File: src/rtl/gpu_launch_ctrl_pkg.sv
// Shared types and register map for the GPU kernel launch controller.
// Also holds the small counter helper used by the control FSM.
package gpu_launch_ctrl_pkg;

    typedef enum logic [2:0] {
        IDLE,
        WR_EN,
        GAP,
        WR_START,
        WAIT_IRQ,
        WR_CLR,
        DONE
    } launch_state_e;

    typedef enum logic {
        OBI_ADDR,
        OBI_RESP
    } obi_state_e;

    localparam logic [31:0] CONF_ENABLE_ADDR = 32'h0000_0000;
    localparam logic [31:0] CONF_START_ADDR  = 32'h0000_0004;
    localparam logic [31:0] CONF_CLEAR_ADDR  = 32'h0000_0008;
    localparam logic [31:0] CONF_WDATA       = 32'h0000_0001;
    localparam logic [3:0]  CONF_BE          = 4'b1111;

    // Down-counter step that holds at zero instead of wrapping.
    function automatic logic [31:0] sat_dec(input logic [31:0] v);
        return (v == 32'd0) ? 32'd0 : v - 32'd1;
    endfunction

endpackage

File: src/rtl/gpu_launch_ctrl_if.sv
// OBI write channel between the launch controller and the GPU configuration registers.
interface gpu_launch_ctrl_if;
    logic        req_o;
    logic        gnt_i;
    logic        we_o;
    logic [3:0]  be_o;
    logic [31:0] addr_o;
    logic [31:0] wdata_o;
    logic        rvalid_i;

    modport master (
        output req_o, we_o, be_o, addr_o, wdata_o,
        input  gnt_i, rvalid_i
    );

    modport slave (
        input  req_o, we_o, be_o, addr_o, wdata_o,
        output gnt_i, rvalid_i
    );
endinterface

File: src/rtl/obi_single_write.sv
// One OBI full-word write: address phase held until grant, then wait for rvalid.
// done pulses combinationally in the response cycle so the caller can advance on that edge.
module obi_single_write
    import gpu_launch_ctrl_pkg::*;
(
    input  logic              clk,
    input  logic              rst,
    input  logic              go,
    input  logic [31:0]       addr,
    input  logic [31:0]       wdata,
    output logic              done,
    gpu_launch_ctrl_if.master obi
);

    obi_state_e state, state_nxt;

    always_ff @(posedge clk) begin
        if (rst) begin
            state <= OBI_ADDR;
        end else begin
            state <= state_nxt;
        end
    end

    always_comb begin
        state_nxt      = state;
        done           = 1'b0;
        obi.req_o      = 1'b0;
        obi.we_o       = 1'b0;
        obi.be_o       = 4'b0000;
        obi.addr_o     = 32'd0;
        obi.wdata_o    = 32'd0;
        case (state)
            OBI_ADDR: begin
                if (go) begin
                    obi.req_o   = 1'b1;
                    obi.we_o    = 1'b1;
                    obi.be_o    = CONF_BE;
                    obi.addr_o  = addr;
                    obi.wdata_o = wdata;
                    if (obi.gnt_i) begin
                        state_nxt = OBI_RESP;
                    end
                end
            end
            // rvalid only counts once the grant edge has moved us here.
            OBI_RESP: begin
                if (obi.rvalid_i) begin
                    done      = 1'b1;
                    state_nxt = OBI_ADDR;
                end
            end
            default: state_nxt = OBI_ADDR;
        endcase
    end

endmodule

File: src/rtl/gpu_launch_ctrl.sv
// Kernel launch sequencer: enable write, fixed gap, start write, wait for the
// completion interrupt (optionally bounded), clear write, one-cycle done.
module gpu_launch_ctrl
    import gpu_launch_ctrl_pkg::*;
#(
    parameter int unsigned GAP_CYCLES  = 50,
    parameter int unsigned IRQ_TIMEOUT = 0
) (
    input  logic              clk_i,
    input  logic              rst_i,
    input  logic              launch_i,
    input  logic              interrupt_i,
    gpu_launch_ctrl_if.master obi,
    output logic              busy_o,
    output logic              done_o,
    output logic              timeout_o
);

    localparam logic [31:0] GAP_LOAD = 32'(GAP_CYCLES);
    localparam logic [31:0] TO_LOAD  = 32'(IRQ_TIMEOUT);

    launch_state_e state, state_nxt;
    logic [31:0]   gap_cnt, gap_cnt_nxt;
    logic [31:0]   to_cnt, to_cnt_nxt;
    logic          timeout_q, timeout_nxt;
    logic          wr_go;
    logic          wr_done;
    logic [31:0]   wr_addr;

    always_ff @(posedge clk_i) begin
        if (rst_i) begin
            state     <= IDLE;
            gap_cnt   <= 32'd0;
            to_cnt    <= 32'd0;
            timeout_q <= 1'b0;
        end else begin
            state     <= state_nxt;
            gap_cnt   <= gap_cnt_nxt;
            to_cnt    <= to_cnt_nxt;
            timeout_q <= timeout_nxt;
        end
    end

    always_comb begin
        state_nxt   = state;
        gap_cnt_nxt = gap_cnt;
        to_cnt_nxt  = to_cnt;
        timeout_nxt = timeout_q;
        wr_go       = 1'b0;
        wr_addr     = 32'd0;
        case (state)
            IDLE: begin
                if (launch_i) begin
                    state_nxt   = WR_EN;
                    timeout_nxt = 1'b0;
                end
            end
            WR_EN: begin
                wr_go   = 1'b1;
                wr_addr = CONF_ENABLE_ADDR;
                if (wr_done) begin
                    if (GAP_LOAD == 32'd0) begin
                        state_nxt = WR_START;
                    end else begin
                        state_nxt   = GAP;
                        gap_cnt_nxt = GAP_LOAD;
                    end
                end
            end
            // Counter holds the cycles still to spend here, including this one.
            GAP: begin
                gap_cnt_nxt = sat_dec(gap_cnt);
                if (gap_cnt <= 32'd1) begin
                    state_nxt = WR_START;
                end
            end
            WR_START: begin
                wr_go   = 1'b1;
                wr_addr = CONF_START_ADDR;
                if (wr_done) begin
                    state_nxt  = WAIT_IRQ;
                    to_cnt_nxt = TO_LOAD;
                end
            end
            WAIT_IRQ: begin
                to_cnt_nxt = sat_dec(to_cnt);
                if (interrupt_i) begin
                    state_nxt = WR_CLR;
                end else if (TO_LOAD != 32'd0 && to_cnt <= 32'd1) begin
                    state_nxt   = WR_CLR;
                    timeout_nxt = 1'b1;
                end
            end
            WR_CLR: begin
                wr_go   = 1'b1;
                wr_addr = CONF_CLEAR_ADDR;
                if (wr_done) begin
                    state_nxt = DONE;
                end
            end
            DONE:    state_nxt = IDLE;
            default: state_nxt = IDLE;
        endcase
    end

    obi_single_write u_wr (
        .clk   (clk_i),
        .rst   (rst_i),
        .go    (wr_go),
        .addr  (wr_addr),
        .wdata (CONF_WDATA),
        .done  (wr_done),
        .obi   (obi)
    );

    assign busy_o    = (state != IDLE);
    assign done_o    = (state == DONE);
    assign timeout_o = timeout_q;

endmodule

File: src/flat_wrapper.sv
// flat-port wrapper written by rule: the top's interface ports become plain ports
module gpu_launch_ctrl_flat import gpu_launch_ctrl_pkg::*;
#(
    parameter int unsigned GAP_CYCLES  = 50,
    parameter int unsigned IRQ_TIMEOUT = 0
)
  (clk_i, rst_i, launch_i, interrupt_i, busy_o, done_o, timeout_o, obi_req_o, obi_we_o, obi_be_o, obi_addr_o, obi_wdata_o, obi_gnt_i, obi_rvalid_i);
  gpu_launch_ctrl_if obi_i ();
  input  logic clk_i;
  input  logic rst_i;
  input  logic launch_i;
  input  logic interrupt_i;
  output logic busy_o;
  output logic done_o;
  output logic timeout_o;
  output wire logic [$bits(obi_i.req_o)-1:0] obi_req_o;
  output wire logic [$bits(obi_i.we_o)-1:0] obi_we_o;
  output wire logic [$bits(obi_i.be_o)-1:0] obi_be_o;
  output wire logic [$bits(obi_i.addr_o)-1:0] obi_addr_o;
  output wire logic [$bits(obi_i.wdata_o)-1:0] obi_wdata_o;
  input wire logic [$bits(obi_i.gnt_i)-1:0] obi_gnt_i;
  input wire logic [$bits(obi_i.rvalid_i)-1:0] obi_rvalid_i;
  assign obi_req_o = obi_i.req_o;
  assign obi_we_o = obi_i.we_o;
  assign obi_be_o = obi_i.be_o;
  assign obi_addr_o = obi_i.addr_o;
  assign obi_wdata_o = obi_i.wdata_o;
  assign obi_i.gnt_i = obi_gnt_i;
  assign obi_i.rvalid_i = obi_rvalid_i;
  gpu_launch_ctrl #(.GAP_CYCLES(GAP_CYCLES), .IRQ_TIMEOUT(IRQ_TIMEOUT)) u_core (.clk_i(clk_i), .rst_i(rst_i), .launch_i(launch_i), .interrupt_i(interrupt_i), .obi(obi_i), .busy_o(busy_o), .done_o(done_o), .timeout_o(timeout_o));
endmodule
File: config.mk
export PLATFORM = sky130hd
export DESIGN_NAME = gpu_launch_ctrl_flat
export DESIGN_NICKNAME = d
export VERILOG_FILES = /design/src/rtl/gpu_launch_ctrl_pkg.sv /design/src/rtl/gpu_launch_ctrl_if.sv /design/src/rtl/obi_single_write.sv /design/src/rtl/gpu_launch_ctrl.sv /design/src/flat_wrapper.sv
export SDC_FILE = /design/constraint.sdc
export NUM_CORES = 1
export LEC_CHECK = 0
export CAP_MARGIN = 5
export CORE_UTILIZATION = 40
export DETAILED_ROUTE_END_ITERATION = 8
export PLACE_DENSITY = 0.7
export SLEW_MARGIN = 5
export SYNTH_ARGS = -nofsm -noshare
export SYNTH_HDL_FRONTEND = slang
export SYNTH_SLANG_ARGS = --single-unit
File: constraint.sdc
create_clock -name clk_i -period 6.1 [get_ports clk_i]
set_input_delay 1.22 -clock clk_i [delete_from_list [all_inputs] [get_ports clk_i]]
set_output_delay 1.22 -clock clk_i [all_outputs]
set_load 0.01 [all_outputs]
* After elaboration in Yosys (flattened, before gate mapping)
Cells that the tools add are included.
** Word-level totals
- Flip-flop bits (word level) :: 36
- Output and inout bits :: 73
** Operators by class
- Equality and inequality tests :: 12
- Order comparisons :: 1
- Mux-type cells :: 26
- $add $sub $neg :: 1
- Reduce and logical (&&, ||, !) cells :: 7
- Bitwise logic cells :: 1
** Operators with widths (count)
- $mux W32 :: 4
- $pmux W32 S2 :: 1
- $le A32 B1 Y1 const B :: 1
- $logic_not A32 Y1 :: 1
- $sub A32 B1 Y32 const B :: 1
- $mux W3 :: 6
- $pmux W3 S6 :: 1
- $mux W1 :: 10
- $ne A2 B2 Y1 const B :: 5
- $eq A3 B3 Y1 const B :: 3
- $mux W4 :: 2
- $pmux W4 S2 :: 1
- $eq A3 B2 Y1 const B :: 2
- $reduce_and A6 Y1 :: 1
- $eq A3 B1 Y1 const B :: 1
- $logic_not A3 Y1 :: 1
- $reduce_bool A3 Y1 :: 1
- $reduce_or A3 Y1 :: 1
- $ne A2 B1 Y1 const B :: 1
- $pmux W1 S2 :: 1
- $reduce_and A2 Y1 :: 1
- $reduce_bool A2 Y1 :: 1
- $not A1 Y1 :: 1

* Logic depth before layout (Yosys ltp)
Gate-level depths: netlist of the first run.
- Word-level depth :: 5
- Gate-level depth with buffers :: 8
- Gate-level depth less buffers :: 7

* Cells and area by module
A second synthesis of the first run with hierarchy kept.
** Unflattened totals
- Cell total of the unflattened synthesis :: 344
- Area total of the unflattened synthesis :: 2651.3 µm²
** Modules (own cells, without submodules)
- gpu_launch_ctrl :: sequential area each 700.7 µm², cells each 262, times used 1, area an instance 2087.0 µm²
- obi_single_write :: sequential area each 20.0 µm², cells each 82, times used 1, area an instance 564.3 µm²

* Worst setup path before layout of the first run
OpenSTA, ideal clock, no wires.
- Path type :: register to output
- From :: reg u_core.state[2]
- To :: out obi_be_o[0]
- Arrival time :: 1.176 ns
- Path slack :: 3.704 ns
- Stages on the path, launching flop included :: 4
- Cells stage by stage :: dfxtp_1 > clkbuf_1 > a21oi_1 > buf_4
** On the way
- Word-level cells in the longest chain between the ends :: 5
- Elaborated cells between the ends (all ways) :: 7
** Ends and longest elaborated chain
- start, declared :: line gpu_launch_ctrl.sv:22 : launch_state_e state, state_nxt;
- start signal, assigned :: line gpu_launch_ctrl.sv:37 : state <= state_nxt;
- $eq A3 B1 Y1 (tied with other cells) :: line gpu_launch_ctrl.sv:51 : case (state)
- $reduce_or A3 Y1 (no line) (*)
- $mux W1 (*) :: line gpu_launch_ctrl.sv:51
- $mux W4 (*) :: line obi_single_write.sv:35 : if (go) begin
- $mux W4 (*) :: line obi_single_write.sv:33 : case (state)
- end, declared :: line flat_wrapper.sv:18 : output wire logic [$bits(obi_i.be_o)-1:0] obi_be_o;
Every way passes the cells marked *; elsewhere a longest branch is shown, timed or not.

* Final worst setup path of the first run
- From :: reg u_core.state[0]
- To :: out obi_we_o
** On the way
- Word-level cells in the longest chain between the ends :: 5
- Elaborated cells between the ends (all ways) :: 7
** Ends and longest elaborated chain
- $eq A3 B1 Y1 (tied with other cells) :: line gpu_launch_ctrl.sv:51
- $reduce_or A3 Y1 (no line) (*)
- $mux W1 (*) :: line gpu_launch_ctrl.sv:51
- $mux W1 (*) :: line obi_single_write.sv:35
- $mux W1 (*) :: line obi_single_write.sv:33
- end, declared :: line flat_wrapper.sv:17 : output wire logic [$bits(obi_i.we_o)-1:0] obi_we_o;
Marked as above.

==> impl_results.md, run 1 <==
- DP HPWL: 3380 um
- Worst setup path category: flop to output port
- I/O pin cnt: 79
- PortBufs: 16
- Top post-synthesis cells by area: dfxtp_1 28%, buf_4 20%, a31oi_1 6.1%, nand2_1 3.1%, nor2_1 3.1%
- Comb power frac: 40.7%
- Wirelength per Cell: 12.0 um
- Vias in the first global route: 1879
- Worst hold-check path type: flop to flop
- Ant diodes: 0
- Cell Area, Synth: 2570 um2
- Final hold violations: 0
- First-iteration detailed-routing DRC count: 182
- Crit path max fanout: 8
- Post-CTS Resized: 0
- Avg Cell Area, Syn: 7.72 um2
- Setup repair bufs after CTS: 0
- Clock power share: 24.1%
- Share of layout cells above drive strength 1: 5.37%
- Rows: 28
- Clock buffer depth: 2
- Post-Route WL: 4940 um
- DIE HEIGHT: 82.2 um
- Synth Flop Type: dfxtp_1
- Filler cell count: 610
- Clock Skews: 0.00524 ns
- Leak: 0.00106 uW
- Reg2Reg Setup Slack: 3.06 ns
- Worst Setup Start Kind: flop
- DR pass1 iterations: 4
- Vias/cell: 5.42
- Slew @ Worst Pin: 1.23 ns
- Clk_lat worst skew: 0.29 ns
- Worst Setup End Kind: output port
- Max_cap viols: 0
- Final net count: 343
- Yosys top cell area share: 28.0%
- FF+latch count, synth: 36
- Int Power: 432 uW
- Cell Pwr Density: 283 nW/um2
- CTS sink count: 36
- Sequential share of power: 35.2%
- Unrepaired setup endpoints after global routing: no
- CTS root buffer: clkbuf_8
- Die Area: 6750 um2
- Post-synth ARST share: 0%
- Number of different library cells in the post-synthesis netlist: 47
- Die X: 82.2 um
- CTS tree: yes
- Remaining global-route overflow: 0
- Final instance area: 2580 um2
- Sequential area share after synthesis: 28.0%
- Critical-path cell list: nand2b_1, a21oi_1, clkdlybuf4s50_1
- Maximum clock frequency: 0.324 GHz
- First-pass GRT wire length: 8430 um
- Antenna viol nets, final: 0
- CP required: 4.88 ns
- Delay-heaviest family, CP: buffers and inverters
- Overall Global Routing Usage: 15.7%
- CTS Buf Count: 5
- Placed inst area: 2490 um2
- CP arrival: 1.87 ns
- Switching Fraction: 40.7%
- Setup violations, final: 0
- Cells after synthesis: 333
- Slowest stage cell on the critical path: clkdlybuf4s50_1
- Htree depth: 2
- Synth-to-Final Area Change: 0.292%
- VDD IR-drop max: 0.000148 V
- Setup TNS: 0 ns
- Period utilization: 50.6%
- Worst-path clk slew: 0.07 ns
- EDFF count, synth: 0
- Status: completed
- Core area: 6060 um2
- Tmin final: 3.09 ns
- Initial antenna violation count: 0
- CP peak stage delay: 0.63 ns
- Largest area contributor in the netlist: dfxtp_1
- Drc violations: 0
- Starting density of the core: 42.4%
- Hold_buf cts: 0
- Routed via count: 2224
- Warnings, synthesis: 0
- Relative slew slack: 17.1%
- Slew Viols, Final: 0
- NetSw: 297 uW
- Worst Path Buf+Inv: 1
- Pin count of the biggest net entering global routing: 38
- GP Congestion: 0.817
==> cell type report <==
type | count | area, um2 | area share, %
flip-flops and latches | 36 | 721 | 27.9
clock buffers | 8 | 90.1 | 3.49
well taps | 75 | 93.8 | 3.64
inverters | 10 | 37.5 | 1.46
multi-input cells | 262 | 1450 | 56.4
repair buffers | 19 | 183 | 7.08
==> metrics by stage <==
stage          hold WS (ns)  setup WS, ns  util, %  total power (uW)  cells
2_1_floorplan         0.423          3.70        -               526    394
3_3_place_gp          0.437          2.90     41.1               554    402
3_5_place_dp          0.445          2.84     41.1               554    402
4_1_cts               0.460          2.97     42.5               732    410
5_1_grt               0.484          2.76     42.5               780    410
6_report              0.460          3.01     42.5               729    410
==> power groups by stage <==
| stage | Combinational (uW) | Clock [uW] | Sequential (uW) |
|---|---|---|---|
| 2_1_floorplan | 268 | 0 | 258 |
| 3_3_place_gp | 293 | 0 | 261 |
| 3_5_place_dp | 293 | 0 | 261 |
| 4_1_cts | 295 | 181 | 256 |
| 5_1_grt | 332 | 190 | 258 |
| 6_report | 297 | 176 | 256 |
==> synth_stat cells (6+ instances only) <==
library cell  number
a21oi_1           15
a31oi_1           25
buf_4             68
clkbuf_1          13
dfxtp_1           36
inv_1             10
nand2_1           21
nand2b_1           6
nand3_1           13
nand4_1           11
nor2_1            21
nor3_1             9
nor4_1             9
o22ai_1            6
or3_1              6
or4_1              6
==> kinds of logic after synthesis <==
kind of cell             share of synthesized area [%]
other                                            0.146
XOR/XNOR                                         0.681
AO/OA/AOI/OAI                                     16.1
flip-flops                                        28.0
AND/OR/NAND/NOR                                   26.8
multiplexers                                      2.38
adder cells (fa/ha/maj)                           1.46
buffers and inverters                             24.4
==> state kept, by name, summed over array words and instances, names as in the netlist <==
signal	count
u_core.gap_cnt	32
u_core.state	3
u_core.u_wr.state	1
==> path summary, 6_finish.rpt <==
path,from,end,cells past startpoint
setup reg to reg,u_core.gap_cnt[16],u_core.gap_cnt[29],7
hold / removal,u_core.gap_cnt[23],u_core.gap_cnt[23],2
setup / recovery,u_core.state[0],obi_we_o,3
hold reg to reg,u_core.gap_cnt[23],u_core.gap_cnt[23],2
==> cell usage in the layout, fill, tap and decap left out, drive strengths merged, types with 5 or more instances in the layout <==
cell and n:
a21oi 15, a31oi 25, and3 5, clkbuf 8, clkdlybuf4s50 16, conb 62
dfxtp 36, inv 10, mux2i 5, nand2 21, nand2b 6, nand3 13
nand4 11, nor2 22, nor3 9, nor4 9, o22ai 6, or3 8
or4 6
==> worst register-to-register path: stages, from the launching register on <==
cell     delay, ns
dfxtp_1       0.35
or4_1         0.59
nor4_1        0.28
buf_4         0.23
nand4_1       0.64
buf_4         0.50
a31oi_1       0.22
o22ai_1       0.11
==> routing by layer <==
layer	global-route usage, %	wire length (um)	vias up
li1	-	-	1081
met1	20.1	2240	1040
met2	26.3	2330	95
met3	3.08	294	8
met4	5.44	78	0
met5	0	0	-
Note: power is estimated with default switching activity, not from simulation.
==> run 2: changes to the inputs <==
==> constraint.sdc (replaced) <==
create_clock -name clk_i -period 3 [get_ports clk_i]
set_input_delay 0.6 -clock clk_i [delete_from_list [all_inputs] [get_ports clk_i]]
set_output_delay 0.6 -clock clk_i [all_outputs]
set_load 0.01 [all_outputs]
==> run 2 against run 1 <==
Effect of this change:
- design area increased by 1.3%
- critical path depth unchanged
- sequential share of layout area decreased by 0.35 points
- wire length decreased by 0.14%
- clock power increased by 100%
- sequential power increased by 100%
- clock-buffer cell count decreased by 2
- global-route usage increased by 0.13 points
- critical path type unchanged
- largest cell class unchanged
==> impl_results.md, run 2 (same netlist as run 1, synthesis figures left out) <==
- Status: completed
- Final hold violations: 0 (unchanged)
- Leading cell type in the layout, fill and taps excluded: conb_1
- DP HPWL: 3610 um (+6.9%)
- Tmin final: 2.48 ns
- R2R Path Start: u_core.gap_cnt[4]
- Pin count of the biggest net entering global routing: 46 (+21%)
- Setup violations, final: 0 (unchanged)
- Unrepaired setup endpoints after global routing: no
- Maximum clock frequency: 0.403 GHz
- I/O pin cnt: 79 (unchanged)
- Hold_buf cts: 0 (unchanged)
- Post-Route WL: 4930 um (-0.14%)
- Drc violations: 0 (unchanged)
- Cell Pwr Density: 568 nW/um2 (+100%)
- Rows: 28 (unchanged)
- First-iteration detailed-routing DRC count: 187 (+2.7%)
- Die X: 82.2 um (unchanged)
- Final net count: 347 (+1.2%)
- Setup TNS: 0 ns (unchanged)
- Post-CTS Resized: 0 (unchanged)
- Reg-to-reg endpoint: u_core.gap_cnt[17]
- NetSw: 604 uW (+100%)
- Core area: 6060 um2 (unchanged)
- CTS root buffer: clkbuf_8
- WL met2: 2310 um (-0.73%)
- Clock buffer depth: 2 (unchanged)
- Clk_lat worst skew: 0.29 ns (about the same)
- Vias in the first global route: 1820 (-3.1%)
- Top sig layer: met4
- Comb power frac: 40.8% (about the same)
- CTS sink count: 36 (unchanged)
- Clock power share: 24.0% (about the same)
- Routed via count: 2171 (-2.4%)
- Max_cap viols: 0 (unchanged)
- CP arrival: 1.88 ns (about the same)
- Die Area: 6750 um2 (unchanged)
- DIE HEIGHT: 82.2 um (unchanged)
- Final worst setup slack: 0.517 ns (-2.50 ns)
- Final instance area: 2610 um2 (+1.3%)
- Critical-path cell list: nand2b_1, a21oi_1, clkdlybuf4s50_1
- Setup repair bufs after CTS: 0 (unchanged)
- GP Congestion: 0.823 (+0.76%)
- CTS tree: yes
- Post-Place Worst Slack: 0.543 ns (-2.29 ns)
- Reg2Reg Setup Slack: 0.55 ns (-2.51 ns)
- Worst setup path category: flop to output port
- Htree depth: 2 (unchanged)
- Share of layout cells above drive strength 1: 7.08% (+1.7 points)
- Slew @ Worst Pin: 0.771 ns (-0.463 ns)
- Wl on met1: 2370 um (+5.8%)
- Remaining global-route overflow: 0 (unchanged)
- Worst Setup Start Kind: flop
- CTS Buf Count: 5 (unchanged)
- Filler cell count: 630 (+3.3%)
- PortBufs: 16 (unchanged)
- Antenna viol nets, final: 0 (unchanged)
- Crit path max fanout: 8 (unchanged)
- Initial antenna violation count: 0 (unchanged)
- Inst Count DP: 406 (+1.0%)
- Switching Fraction: 40.7% (+0.056 points)
- Top reg by flops: u_core.gap_cnt
- Placed inst area: 2520 um2 (+1.2%)
- WHS: 0.454 ns (-0.00534 ns)
- Clock Skews: 0.00594 ns (+0.000700 ns)
- Worst Hold End: u_core.gap_cnt[23]
- CP peak stage delay: 0.64 ns (about the same)
- First-pass GRT wire length: 8340 um (-1.1%)
- VDD IR-drop max: 0.000367 V (+150%)
- Synth-to-Final Area Change: 1.56%
- Leak: 0.00109 uW (+2.4%)
- Non-filler cells, final: 414 (+0.98%)
- Int Power: 879 uW (+100%)
- Vias/cell: 5.24 (-3.3%)
- Worst Path Buf+Inv: 1 (unchanged)
- Delay-heaviest family, CP: buffers and inverters
- CP required: 2.40 ns (-2.48 ns)
- Max reg flops: 32 (unchanged)
- R2R depth: 5 (-2)
- Worst hold-check path type: flop to flop
- Wirelength per Cell: 11.9 um (-1.1%)
- Commonest non-fill, non-tap cells in the layout: 62 x conb_1, 36 x dfxtp_1, 25 x a31oi_1
- Period utilization: 82.8%
- Slowest stage cell on the critical path: clkdlybuf4s50_1
- Met3 WL: 207 um (-30%)
- Sequential share of power: 35.2% (about the same)
- Overall Global Routing Usage: 15.9% (+0.13 points)
- Starting density of the core: 42.4% (unchanged)
- Worst Setup End Kind: output port
- Slew Viols, Final: 0 (unchanged)
- Ant diodes: 0 (unchanged)
- Worst-path clk slew: 0.07 ns (about the same)
- Hold depth: 2 (unchanged)
- Largest regs: u_core.gap_cnt (32), u_core.state (3), u_core.u_wr.state (1)
- Hold Crit Start: u_core.gap_cnt[23]
- Relative slew slack: 48.5% (+31 points)
- DR pass1 iterations: 4 (unchanged)
## run 2: per-stage QoR
| stage | utilization [%] | total power (uW) |
|---|---|---|
| CTS | 43.1 | 1480 |
| global placement | 41.6 | 1130 |
| global route | 43.1 | 1590 |
| finish | 43.1 | 1480 |
| floorplan | - | 1070 |
| detailed placement | 41.6 | 1130 |
## run 2: worst max-delay path by stage
stage / start / to / cells past startpoint
detailed placement: obi_rvalid_i / u_core.gap_cnt[10] / 6
finish: u_core.state[0] / obi_we_o / 3
CTS: u_core.state[0] / obi_we_o / 3
global route: u_core.state[0] / obi_we_o / 3
floorplan: u_core.gap_cnt[4] / u_core.gap_cnt[17] / 8
global placement: u_core.gap_cnt[4] / u_core.gap_cnt[17] / 5
## run 2: cell type report
class	count	area [um2]	share of cell area, %
multi-input cells	262	1450	55.7
flip-flops and latches	36	721	27.6
repair buffers	23	213	8.15
well taps	75	93.8	3.59
clock buffers	6	82.6	3.16
inverters	10	37.5	1.44
clock inverters	2	10.0	0.383
## run 2: power groups by stage
stage	registers [uW]	clock network [uW]	logic, uW
after global routing	526	381	685
after global placement	532	0	597
after detailed placement	533	0	597
final	522	356	605
after floorplan	525	0	545
after CTS	521	364	599
## run 2: tightest hold or removal path: cells and delay by family (launching register included)
| family | cells | cell delay [ns] |
|---|---|---|
| flip-flops | 1 | 0.31 |
| AO/OA/AOI/OAI | 1 | 0.05 |
| buffers and inverters | 1 | 0.05 |
## run 2: routing by layer
metal  vias to the layer above  GRT usage (%)
li1                       1091              -
met4                         0           6.67
met3                         3           2.31
met5                         -              0
met2                        85           24.7
met1                       992           21.8
